[src/rtl/sparse_decoder_if.sv]
// rtl/sparse_decoder_if.sv - sparse pair input and dense element output bus for sparse_decoder
interface sparse_decoder_if #(
  parameter int ADDR_WIDTH = 4,
  parameter int DATA_WIDTH = 8
);
  logic                  in_valid;
  logic                  in_ready;
  logic [ADDR_WIDTH-1:0] in_idx;
  logic [DATA_WIDTH-1:0] in_data;
  logic                  in_last;
  logic                  out_valid;
  logic                  out_ready;
  logic [ADDR_WIDTH-1:0] out_addr;
  logic [DATA_WIDTH-1:0] out_data;
  logic                  out_last;

  modport master (
    output in_valid, in_idx, in_data, in_last, out_ready,
    input  in_ready, out_valid, out_addr, out_data, out_last
  );

  modport slave (
    input  in_valid, in_idx, in_data, in_last, out_ready,
    output in_ready, out_valid, out_addr, out_data, out_last
  );
endinterface

[src/rtl/sparse_decoder.sv]
// rtl/sparse_decoder.sv - rebuilds a dense vector from (index, value) pairs and streams it out
// Optional nonzero counter port enabled by SPARSE_DECODER_NNZ_COUNT_EN.
module sparse_decoder #(
  parameter int ADDR_WIDTH = 4,
  parameter int DATA_WIDTH = 8,
  parameter int DEPTH      = 16
) (
  input  logic            clk,
  input  logic            rst_n,
  input  logic            cs,
  sparse_decoder_if.slave bus,
  output logic            done,
  output logic            err
`ifdef SPARSE_DECODER_NNZ_COUNT_EN
  ,
  output logic [ADDR_WIDTH:0] nnz_count
`endif
);

  typedef enum logic [2:0] {IDLE, CLEAR, LOAD, DRAIN, DONE} state_t;

  localparam logic [ADDR_WIDTH:0] LAST_PTR = (ADDR_WIDTH+1)'(DEPTH - 1);
  localparam logic [ADDR_WIDTH:0] DEPTH_W  = (ADDR_WIDTH+1)'(DEPTH);

  state_t                state;
  logic [ADDR_WIDTH:0]   ptr;
  logic                  cs_q;
  logic [ADDR_WIDTH-1:0] prev_idx;
  logic                  prev_vld;
  logic                  in_ready_q;
  logic                  out_valid_q;
  logic                  out_last_q;
  logic [DATA_WIDTH-1:0] mem [DEPTH];

  logic                  start;
  logic                  in_hs;
  logic                  out_hs;
  logic                  idx_ok;
  logic                  idx_dup;
  logic [ADDR_WIDTH-1:0] rd_idx;

  assign start   = cs & ~cs_q;
  assign in_hs   = bus.in_valid & in_ready_q;
  assign out_hs  = out_valid_q & bus.out_ready;
  assign idx_ok  = {1'b0, bus.in_idx} < DEPTH_W;
  assign idx_dup = prev_vld & (bus.in_idx <= prev_idx);
  assign rd_idx  = ptr[ADDR_WIDTH-1:0];

  assign bus.in_ready  = in_ready_q;
  assign bus.out_valid = out_valid_q;
  assign bus.out_last  = out_last_q;
  // Address/data are forced to zero outside DRAIN so idle outputs stay quiet.
  assign bus.out_addr  = out_valid_q ? rd_idx : '0;
  assign bus.out_data  = out_valid_q ? mem[rd_idx] : '0;

`ifdef SPARSE_DECODER_NNZ_COUNT_EN
  logic [ADDR_WIDTH:0] nnz_q;
  assign nnz_count = nnz_q;
`endif

  always_ff @(posedge clk or negedge rst_n) begin
    if (!rst_n) begin
      state       <= IDLE;
      ptr         <= '0;
      cs_q        <= 1'b0;
      prev_idx    <= '0;
      prev_vld    <= 1'b0;
      in_ready_q  <= 1'b0;
      out_valid_q <= 1'b0;
      out_last_q  <= 1'b0;
      done        <= 1'b0;
      err         <= 1'b0;
`ifdef SPARSE_DECODER_NNZ_COUNT_EN
      nnz_q       <= '0;
`endif
      for (int i = 0; i < DEPTH; i++) begin
        mem[i] <= '0;
      end
    end else begin
      cs_q <= cs;
      done <= 1'b0;
      case (state)
        IDLE: begin
          if (start) begin
            state <= CLEAR;
            ptr   <= '0;
            err   <= 1'b0;
`ifdef SPARSE_DECODER_NNZ_COUNT_EN
            nnz_q <= '0;
`endif
          end
        end

        CLEAR: begin
          mem[rd_idx] <= '0;
          if (!cs) begin
            state <= IDLE;
          end else if (ptr == LAST_PTR) begin
            state      <= LOAD;
            ptr        <= '0;
            in_ready_q <= 1'b1;
            prev_vld   <= 1'b0;
          end else begin
            ptr <= ptr + 1'b1;
          end
        end

        LOAD: begin
          // The pair accepted in the cycle cs drops still lands in the array.
          if (in_hs) begin
            if (idx_ok) begin
              mem[bus.in_idx] <= bus.in_data;
            end
            if (!idx_ok || idx_dup) begin
              err <= 1'b1;
            end
            prev_idx <= bus.in_idx;
            prev_vld <= 1'b1;
`ifdef SPARSE_DECODER_NNZ_COUNT_EN
            if (idx_ok && (nnz_q != '1)) begin
              nnz_q <= nnz_q + 1'b1;
            end
`endif
          end
          if (!cs) begin
            state      <= IDLE;
            in_ready_q <= 1'b0;
          end else if (in_hs && bus.in_last) begin
            state       <= DRAIN;
            ptr         <= '0;
            in_ready_q  <= 1'b0;
            out_valid_q <= 1'b1;
            out_last_q  <= (LAST_PTR == '0);
          end
        end

        DRAIN: begin
          if (!cs) begin
            state       <= IDLE;
            out_valid_q <= 1'b0;
            out_last_q  <= 1'b0;
          end else if (out_hs) begin
            if (out_last_q) begin
              state       <= DONE;
              out_valid_q <= 1'b0;
              out_last_q  <= 1'b0;
              done        <= 1'b1;
            end else begin
              ptr        <= ptr + 1'b1;
              out_last_q <= ((ptr + 1'b1) == LAST_PTR);
            end
          end
        end

        DONE: begin
          state <= IDLE;
        end

        default: begin
          state <= IDLE;
        end
      endcase
    end
  end

endmodule

[src/flat_wrapper.sv]
// flat-port wrapper written by rule: the top's interface ports become plain ports
module sparse_decoder_flat 
#(
  parameter int ADDR_WIDTH = 4,
  parameter int DATA_WIDTH = 8,
  parameter int DEPTH      = 16
)
  (clk, rst_n, cs, done, err, bus_in_valid, bus_in_idx, bus_in_data, bus_in_last, bus_out_ready, bus_in_ready, bus_out_valid, bus_out_addr, bus_out_data, bus_out_last);
  sparse_decoder_if #(.ADDR_WIDTH(ADDR_WIDTH), .DATA_WIDTH(DATA_WIDTH)) bus_i ();
  input  logic clk;
  input  logic rst_n;
  input  logic cs;
  output logic done;
  output logic err;
  input wire logic [$bits(bus_i.in_valid)-1:0] bus_in_valid;
  input wire logic [$bits(bus_i.in_idx)-1:0] bus_in_idx;
  input wire logic [$bits(bus_i.in_data)-1:0] bus_in_data;
  input wire logic [$bits(bus_i.in_last)-1:0] bus_in_last;
  input wire logic [$bits(bus_i.out_ready)-1:0] bus_out_ready;
  output wire logic [$bits(bus_i.in_ready)-1:0] bus_in_ready;
  output wire logic [$bits(bus_i.out_valid)-1:0] bus_out_valid;
  output wire logic [$bits(bus_i.out_addr)-1:0] bus_out_addr;
  output wire logic [$bits(bus_i.out_data)-1:0] bus_out_data;
  output wire logic [$bits(bus_i.out_last)-1:0] bus_out_last;
  assign bus_i.in_valid = bus_in_valid;
  assign bus_i.in_idx = bus_in_idx;
  assign bus_i.in_data = bus_in_data;
  assign bus_i.in_last = bus_in_last;
  assign bus_i.out_ready = bus_out_ready;
  assign bus_in_ready = bus_i.in_ready;
  assign bus_out_valid = bus_i.out_valid;
  assign bus_out_addr = bus_i.out_addr;
  assign bus_out_data = bus_i.out_data;
  assign bus_out_last = bus_i.out_last;
  sparse_decoder #(.ADDR_WIDTH(ADDR_WIDTH), .DATA_WIDTH(DATA_WIDTH), .DEPTH(DEPTH)) u_core (.clk(clk), .rst_n(rst_n), .cs(cs), .bus(bus_i), .done(done), .err(err));
endmodule
[config.mk]
export PLATFORM = sky130hd
export DESIGN_NAME = sparse_decoder_flat
export DESIGN_NICKNAME = d
export VERILOG_FILES = /design/src/rtl/sparse_decoder_if.sv /design/src/rtl/sparse_decoder.sv /design/src/flat_wrapper.sv
export SDC_FILE = /design/constraint.sdc
export NUM_CORES = 1
export LEC_CHECK = 0
export ABC_CLOCK_PERIOD_IN_PS = 4500
export CAP_MARGIN = 15
export CORE_UTILIZATION = 67
export CTS_BUF_LIST = sky130_fd_sc_hd__clkbuf_8
export CTS_CLUSTER_SIZE = 14
export DETAILED_ROUTE_END_ITERATION = 7
export MAX_ROUTING_LAYER = met4
export PLACE_DENSITY = 0.95
export SLEW_MARGIN = 5
export SYNTH_ARGS = -nofsm -noshare
export SYNTH_HDL_FRONTEND = slang
export SYNTH_SLANG_ARGS = --single-unit
[constraint.sdc]
create_clock -name clk -period 4.5 [get_ports clk]
set_input_delay 0.675 -clock clk [delete_from_list [all_inputs] [get_ports clk]]
set_output_delay 0.675 -clock clk [all_outputs]
set_load 0.01 [all_outputs]
==> results of run 1 <==
==> worst max-delay path, cell delays in order (launching register included) <==
cell	delay (ns)
dfrtp_1	1.02
inv_1	0.30
nor2_1	0.71
a32oi_1	0.12
o21ai_0	0.15
clkdlybuf4s50_1	0.59
==> per-stage QoR <==
step                utilization (%)  area [µm²]  total power [mW]  cells  hold slack, ns
finish                        77.09        8030             3.391    782          0.3898
detailed placement            73.47        7652             2.436    748          0.4796
CTS                           76.90        8010             3.380    779          0.4168
global route                  77.09        8030             3.537    782          0.4599
global placement              73.47        7652             2.390    748          0.4619
floorplan                         -        7283             2.150    615          0.3794
==> worst min path at each step <==
stage                                      startpoint                               to  slack [ns]  depth (start not counted)
after floorplan                                 rst_n  u_core.bus.in_ready$_DFFE_PN0P_        0.38                          0
after global placement    u_core.prev_vld$_DFFE_PN0P_      u_core.prev_vld$_DFFE_PN0P_        0.46                          1
after detailed placement   u_core.mem[27]$_DFFE_PN0P_       u_core.mem[27]$_DFFE_PN0P_        0.48                          1
after CTS                                       rst_n       u_core.mem[62]$_DFFE_PN0P_        0.42                          1
after global routing                            rst_n       u_core.mem[36]$_DFFE_PN0P_        0.46                          1
final                                           rst_n       u_core.mem[40]$_DFFE_PN0P_        0.39                          1
==> flip-flops by register name, summed over array words and instances (netlist names) <==
name	count
u_core.bus.in_ready	1
u_core.bus.out_last	1
u_core.bus.out_valid	1
u_core.cs_q	1
u_core.done	1
u_core.err	1
u_core.mem	128
u_core.prev_idx	4
u_core.prev_vld	1
u_core.ptr	5
u_core.state	3
==> report_power, final <==
part	internal (mW)	switching [mW]	leakage [nW]
clock network	0.478	0.473	0.207
logic	0.372	0.398	1.50
registers	1.49	0.183	1.92
==> final cells by class <==
cell class | instances | area, µm² | area share, %
Tap cell | 136 | 170.2 | 2.119
Inverter | 46 | 172.7 | 2.150
Sequential cell | 147 | 3680 | 45.82
Clock buffer | 21 | 289.0 | 3.599
Multi-Input combinational cell | 381 | 3258 | 40.57
Clock inverter | 10 | 68.82 | 0.8570
Timing Repair Buffer | 41 | 391.6 | 4.877
==> cell families (layout without fill, tap and decap cells) <==
| group | Yosys count | after routing | synth area share, % |
|---|---|---|---|
| and+or+nand+nor | 145 | 145 | 11.58 |
| xor gates and xnor gates | 2 | 2 | 0.2406 |
| muxes | 37 | 37 | 10.62 |
| AOI/OAI and AO/OA | 186 | 186 | 20.41 |
| buffers and inverters | 87 | 118 | 4.759 |
| adders and majority gates | 11 | 11 | 1.890 |
| DFF | 147 | 147 | 50.51 |
==> routing by layer <==
metal,wire (µm),up-vias
li1,-,2372
met1,7192,2791
met2,8863,376
met3,2071,73
met4,774,0
met5,0,-
==> layout by cell type, fill, tap and decap left out, types with 3 or more instances in the layout <==
cell               n
clkbuf_8          21
nor2b_1            4
nor2_1            17
mux2i_1            3
dfrtp_1          146
nand2b_1           8
ha_1              11
o31ai_1           32
o21ai_1            9
inv_1             51
or3_1              3
nand2_1           49
clkinv_2           4
buf_4              4
o211ai_1           5
a221o_1            7
nand3_1           10
nor3_1            17
and3_1             7
nor4_4             4
a22o_1           103
o21ai_0            8
a21o_1             5
clkdlybuf4s50_1   33
a21oi_1            7
mux4_2            32
==> results.toml, run 1 <==
[synth]
yosysWarnings = 0
synth_seq_cells = 147
synth_edf_count = 0
avgSynthCellArea_um2 = 11.84
syn_area_um2 = 7283
synthesis.nets = 644
yosysMostFrequentCell = "dfrtp_1"
synth_top_area_cell = "dfrtp_1"
synth-seq-area-share_pct = 50.51
synth_top_area_share_pct = 50.51
synth_flop_cell = "dfrtp_1"
netlist_top_cells_count = "147 x dfrtp_1, 103 x a22o_1, 49 x nand2_1"
synth.distinct_cells = 53
netlist_instances = 615
yosys-top-cells-area = "dfrtp_1 51%, a22o_1 12%, mux4_2 9.9%"
async_flop_share_pct = 100.0

[route]
viasPerCell = 7.176
drcViolationCount = 0
first_iter_violations = 646
antenna_left = 0
vias = 5612
wl_mm = 18.90
first_pass_iters = 8
wire_per_inst_um = 24.17

[critical_path]
r2r_end = "u_core.mem[25]$_DFFE_PN0P_"
cp-start-kind = "flip-flop"
worstPathMaxFanout = 27
cp-startpoint = "u_core.ptr[2]$_DFFE_PN0P_"
rr_worst_depth = 7
worst_setup_path_end_kind = "primary output"
rrSetupSlack_ns = 1.67
path_class = "reg2out"
endpoint = "bus_out_data[6]"
rr_startpoint = "u_core.ptr[1]$_DFFE_PN0P_"
arrival_ns = 3.36
cp.required_ns = 3.83

[floorplanning]
rows = 37
start_util_pct = 69.92
ios = 35
fp.dieW_um = 106.3
coreArea_um2 = 10420
dieArea_um2 = 11290
dieHeight_um = 106.3

[grt]
grt_usage_pct = 37.84
gr-total-overflow = 0
grt_pass1_vias = 5643
grt_start_max_net_pins = 121
grt_pass1_wl_mm = 30.38
top_usage_layer = "met2"
use_met1_pct = 49.20
use_met2_pct = 54.92
antenna_found_initial = 0
use_met3_pct = 10.48

[sta]
hold_viol_final = 0
period_share_pct = 89.76
fin_ws_ns = 0.4608
tns_ns = 0
finClkSkew_ns = 0.007888
slew_headroom_pct = 28.76
max_freq_mhz = 247.6
rsz0062_at_grt = "false"
worstMarginPinSlew_ns = 1.069
finalSetupViolCount = 0
min_period_ns = 4.039
maxSlewViolCount = 0

[clocking]
clk_latency_ns = 0.47
cts-hold-fix-buffers = 0
cts.sinks = 147
postCtsSetupBuffers = 0
cts_max_level = 4
cts.path.max_buffers = 2
ctsRootBufferMaster = "clkbuf_8"
cts_tree = "done"
path_clk_slew_ns = 0.07
cts_buffers = 17
post_cts_resized = 0

[run_status]
status = "finished, final reports clean"

[final_layout]
nFillCells = 634
areaGrowthSynthToFinish_pct = 10.26
drive_gt1_share_pct = 13.16
diodes = 0
layout.nets = 663

[power]
p_leak_nw = 3.626
power_per_cell_area_nw_per_um2 = 422.2
vdd_ir_drop_max_v = 0.0003586

[job]
max_cap_viol_count = 0

[worst_hold_path]
min_path_type = "in2async"

[place]
io_buffers = 34
dpl.hpwl_mm = 12.67
finalWeightedCongestion = 0.9194
dp_slack_ns = 1.070
No activity file was read; power rests on OpenSTA's default activity.
==> run 2, diff against run 1 <==
- SETUP_SLACK_MARGIN: not set -> 0.3
==> results.toml, run 2 (same netlist as run 1, synthesis figures left out) <==
[final_layout]
multi_input_area_um2 = 3258
seq_area_um2 = 3681
layout.nets = 663
drive_gt1_share_pct = 13.31
final_area_um2 = 8031
fin_cells = 782
reg.largest.list = "u_core.mem (128), u_core.ptr (5), u_core.prev_idx (4)"
nFillCells = 634
final_common_cell = "dfrtp_1"
diodes = 0
most-common-layout-cells = "145 x dfrtp_1, 103 x a22o_1, 51 x inv_1, 49 x nand2_1, 33 x clkdlybuf4s50_1"
areaGrowthSynthToFinish_pct = 10.27
largest_reg_flops = 128
top_register = "u_core.mem"

[route]
first_pass_iters = 5
antenna_left = 0
viasPerCell = 7.143
first_iter_violations = 630
drcViolationCount = 0
wire_per_inst_um = 24.21
wl_mm = 18.93
vias = 5586

[critical_path]
worst_setup_path_end_kind = "primary output"
cp.required_ns = 3.83
cp-start-kind = "flip-flop"
arrival_ns = 3.04
worstPathMaxFanout = 27
r2r_end = "u_core.mem[25]$_DFFE_PN0P_"
rr_worst_depth = 7
rrSetupSlack_ns = 1.67
path_class = "reg2out"
rr_startpoint = "u_core.ptr[1]$_DFFE_PN0P_"

[place]
place_area_um2 = 7652
dpl.hpwl_mm = 12.67
dp_cells = 748
io_buffers = 34
finalWeightedCongestion = 0.9194

[grt]
grt_start_max_net_pins = 121
antenna_found_initial = 0
gr-total-overflow = 0
grt_pass1_vias = 5643
grt_usage_pct = 37.84
grt_pass1_wl_mm = 30.38

[power]
power_per_cell_area_nw_per_um2 = 422.4
vdd_ir_drop_max_v = 0.0003587
p_leak_nw = 3.624

[floorplanning]
dieHeight_um = 106.3
start_util_pct = 69.92
ios = 35
dieArea_um2 = 11290
rows = 37
fp.dieW_um = 106.3
coreArea_um2 = 10420

[clocking]
cts_tree = "done"
cts_max_level = 4
cts.sinks = 147
clk_latency_ns = 0.47
cts_buffers = 17
path_clk_slew_ns = 0.08
cts.path.max_buffers = 2
ctsRootBufferMaster = "clkbuf_8"
cts-hold-fix-buffers = 0

[sta]
tns_ns = 0
period_share_pct = 82.64
worstMarginPinSlew_ns = 1.095
hold_ws_ns = 0.3858
rsz0062_at_grt = "false"
hold_viol_final = 0
maxSlewViolCount = 0
slew_headroom_pct = 26.46
finalSetupViolCount = 0
finClkSkew_ns = 0.008006
max_freq_mhz = 268.9
min_period_ns = 3.719

[run_status]
status = "finished, final reports clean"

[worst_hold_path]
min_path_type = "in2async"

[job]
max_cap_viol_count = 0
run 2: cell counts in the layout (fill, tap and decap cells not counted):
Identical to the previous run, type by type.
run 2: area by class of cell:
| cell class | instances | share of cell area [%] |
|---|---|---|
| clock buffers | 21 | 3.599 |
| repair buffers | 41 | 4.876 |
| multi-input cells | 381 | 40.57 |
| flip-flops and latches | 147 | 45.83 |
| clock inverters | 10 | 0.8568 |
| inverters | 46 | 2.150 |
| well taps | 136 | 2.119 |
run 2: routing by layer:
layer / vias to the layer above / global-route usage [%] / routed length, µm
li1: 2377 / - / -
met1: 2757 / 49.20 / 7098
met2: 376 / 54.92 / 8935
met3: 76 / 10.48 / 2108
met4: 0 / 19.54 / 787
met5: - / - / 0
run 2: where the power goes:
part | switching (mW) | leakage [nW] | internal, mW | total (mW)
Sequential | 0.184 | 1.91 | 1.49 | 1.67
Combinational | 0.399 | 1.50 | 0.371 | 0.770
Clock | 0.473 | 0.207 | 0.478 | 0.951
Total | 1.06 | 3.62 | 2.34 | 3.39
run 2: metrics by stage:
step | util (%) | setup WS [ns] | total power, mW
CTS | 76.90 | 0.4926 | 3.380
finish | 77.11 | 0.7811 | 3.392
global route | 77.11 | 0.6711 | 3.536
floorplan | - | 1.916 | 2.150
detailed placement | 73.47 | 1.070 | 2.436
global placement | 73.47 | 1.205 | 2.390
run 2: worst max-delay path by stage:
stage	start	to	depth (start not counted)	slack, ns
after floorplan	u_core.ptr[1]$_DFFE_PN0P_	bus_out_data[6]	6	1.92
after global placement	u_core.ptr[2]$_DFFE_PN0P_	bus_out_data[6]	5	1.20
after detailed placement	u_core.ptr[2]$_DFFE_PN0P_	bus_out_data[6]	5	1.07
after CTS	u_core.ptr[2]$_DFFE_PN0P_	bus_out_data[3]	4	0.49
after global routing	u_core.ptr[0]$_DFFE_PN0P_	bus_out_data[1]	6	0.67
final	u_core.ptr[2]$_DFFE_PN0P_	bus_out_data[6]	5	0.78
run 2: critical path, stage by stage, from the launching register on:
cell and delay [ns]:
dfrtp_2 0.74, inv_1 0.24, nor2_1 0.73, a32oi_1 0.13, o21ai_0 0.15, clkdlybuf4s50_1 0.59
run 2: what timing repair did:
action	4_1_cts	5_1_grt
setup endpoints to repair	0	3
setup buffers	0	0
resized for setup	0	1
==> run 3, diff against run 2 <==
- ABC_CLOCK_PERIOD_IN_PS: 4500 -> 3100
- CORE_UTILIZATION: 67 -> 57
- PLACE_DENSITY: 0.95 -> 0.87
- clock period: 4.5 -> 3.1 ns (I/O delays scaled with it)
==> results.toml, run 3 (same netlist as run 1, synthesis figures left out) <==
[grt]
grt_usage_pct = 33.55
antenna_found_initial = 0
grt_pass1_wl_mm = 32.03
gr-total-overflow = 0
grt_pass1_vias = 5833
grt_start_max_net_pins = 92

[place]
finalWeightedCongestion = 0.9845
io_buffers = 34
dp_cells = 808
dpl.hpwl_mm = 13.03

[final_layout]
multi_input_area_um2 = 3271
final_common_cell = "dfrtp_1"
fin_cells = 846
layout.nets = 694
seq_area_um2 = 3685
most-common-layout-cells = "144 x dfrtp_1, 103 x a22o_1, 49 x nand2_1, 47 x inv_1"
areaGrowthSynthToFinish_pct = 15.34
diodes = 0
nFillCells = 855
top_register = "u_core.mem"
reg.largest.list = "u_core.mem (128), u_core.ptr (5), u_core.prev_idx (4)"
drive_gt1_share_pct = 19.62
largest_reg_flops = 128

[sta]
maxSlewViolCount = 0
slew_headroom_pct = 36.08
finalSetupViolCount = 0
rsz0062_at_grt = "true"
hold_ws_ns = 0.03984
period_share_pct = 91.86
finClkSkew_ns = 0.01178
tns_ns = 0
min_period_ns = 2.848
hold_viol_final = 0
worstMarginPinSlew_ns = 0.9525
max_freq_mhz = 351.2

[critical_path]
arrival_ns = 2.38
cp.required_ns = 2.63
worst_setup_path_end_kind = "primary output"
worstPathMaxFanout = 7
rr_startpoint = "u_core.ptr[1]$_DFFE_PN0P_"
rr_worst_depth = 11
path_class = "reg2out"
cp-start-kind = "flip-flop"
rrSetupSlack_ns = 0.46
r2r_end = "u_core.ptr[3]$_DFFE_PN0P_"

[floorplanning]
dieHeight_um = 115.0
dieArea_um2 = 13230
ios = 35
fp.dieW_um = 115.0
coreArea_um2 = 12210
start_util_pct = 59.64
rows = 40

[route]
first_iter_violations = 924
first_pass_iters = 5
wl_mm = 20.04
wire_per_inst_um = 23.69
viasPerCell = 6.954
antenna_left = 0
vias = 5883
drcViolationCount = 0

[clocking]
cts_tree = "done"
cts_max_level = 4
path_clk_slew_ns = 0.09
cts.path.max_buffers = 2
cts-hold-fix-buffers = 0
cts.sinks = 147
ctsRootBufferMaster = "clkbuf_8"
cts_buffers = 17
clk_latency_ns = 0.48

[run_status]
status = "finished, final reports clean"

[power]
p_leak_nw = 3.812
power_per_cell_area_nw_per_um2 = 625.8
vdd_ir_drop_max_v = 0.0003650

[job]
max_cap_viol_count = 0

[worst_hold_path]
min_path_type = "in2async"
run 3: worst max-delay path by stage:
stage,start,end,cells after the start
after CTS,u_core.ptr[1]$_DFFE_PN0P_,bus_out_data[1],6
after global placement,u_core.ptr[1]$_DFFE_PN0P_,bus_out_data[3],4
final,u_core.ptr[1]$_DFFE_PN0P_,bus_out_data[2],6
after floorplan,u_core.ptr[1]$_DFFE_PN0P_,bus_out_data[6],6
after detailed placement,u_core.ptr[1]$_DFFE_PN0P_,bus_out_data[2],4
after global routing,u_core.ptr[1]$_DFFE_PN0P_,bus_out_data[1],6
run 3: layer usage:
metal	share of wire (%)	global-route usage [%]	up-vias	routed length [µm]
met2	47	49.28	412	9336
met1	39	43.97	2966	7829
met5	0	-	-	0
met4	3.9	16.36	0	776
met3	10	8.065	74	2097
li1	-	-	2431	-
run 3: per-stage QoR:
stage | worst slack (ns) | util [%] | power [mW] | cell area (µm²)
floorplan | 0.7261 | - | 3.121 | 7283
global placement | 0.3393 | 64.82 | 3.533 | 7915
detailed placement | 0.2763 | 64.82 | 3.583 | 7915
CTS | 0.2565 | 68.80 | 5.218 | 8402
global route | 0.2226 | 68.79 | 5.444 | 8401
finish | 0.2525 | 68.79 | 5.257 | 8401
run 3: worst max-delay path, stage by stage, from the launching register on:
cell     delay (ns)
dfrtp_4        0.51
buf_6          0.14
buf_12         0.13
mux4_2         0.42
a22o_1         0.28
a221o_1        0.28
buf_2          0.14
run 3: final cells by class:
type | count | share of cell area, %
Timing Repair Buffer | 72 | 7.715
Sequential cell | 147 | 43.86
Tap cell | 168 | 2.502
Inverter | 46 | 2.055
Clock inverter | 15 | 2.145
Multi-Input combinational cell | 381 | 38.93
Clock buffer | 17 | 2.785
run 3: report_power, final:
part / internal [mW] / total (mW) / switching [mW]
Clock: 0.800 / 1.59 / 0.789
Sequential: 2.16 / 2.36 / 0.197
Combinational: 0.614 / 1.31 / 0.696
run 3: repair_timing:
action | in CTS | in global routing
endpoints found under the setup margin | 8 | 7
setup buffers | 6 | 0
resized for setup | 39 | 2
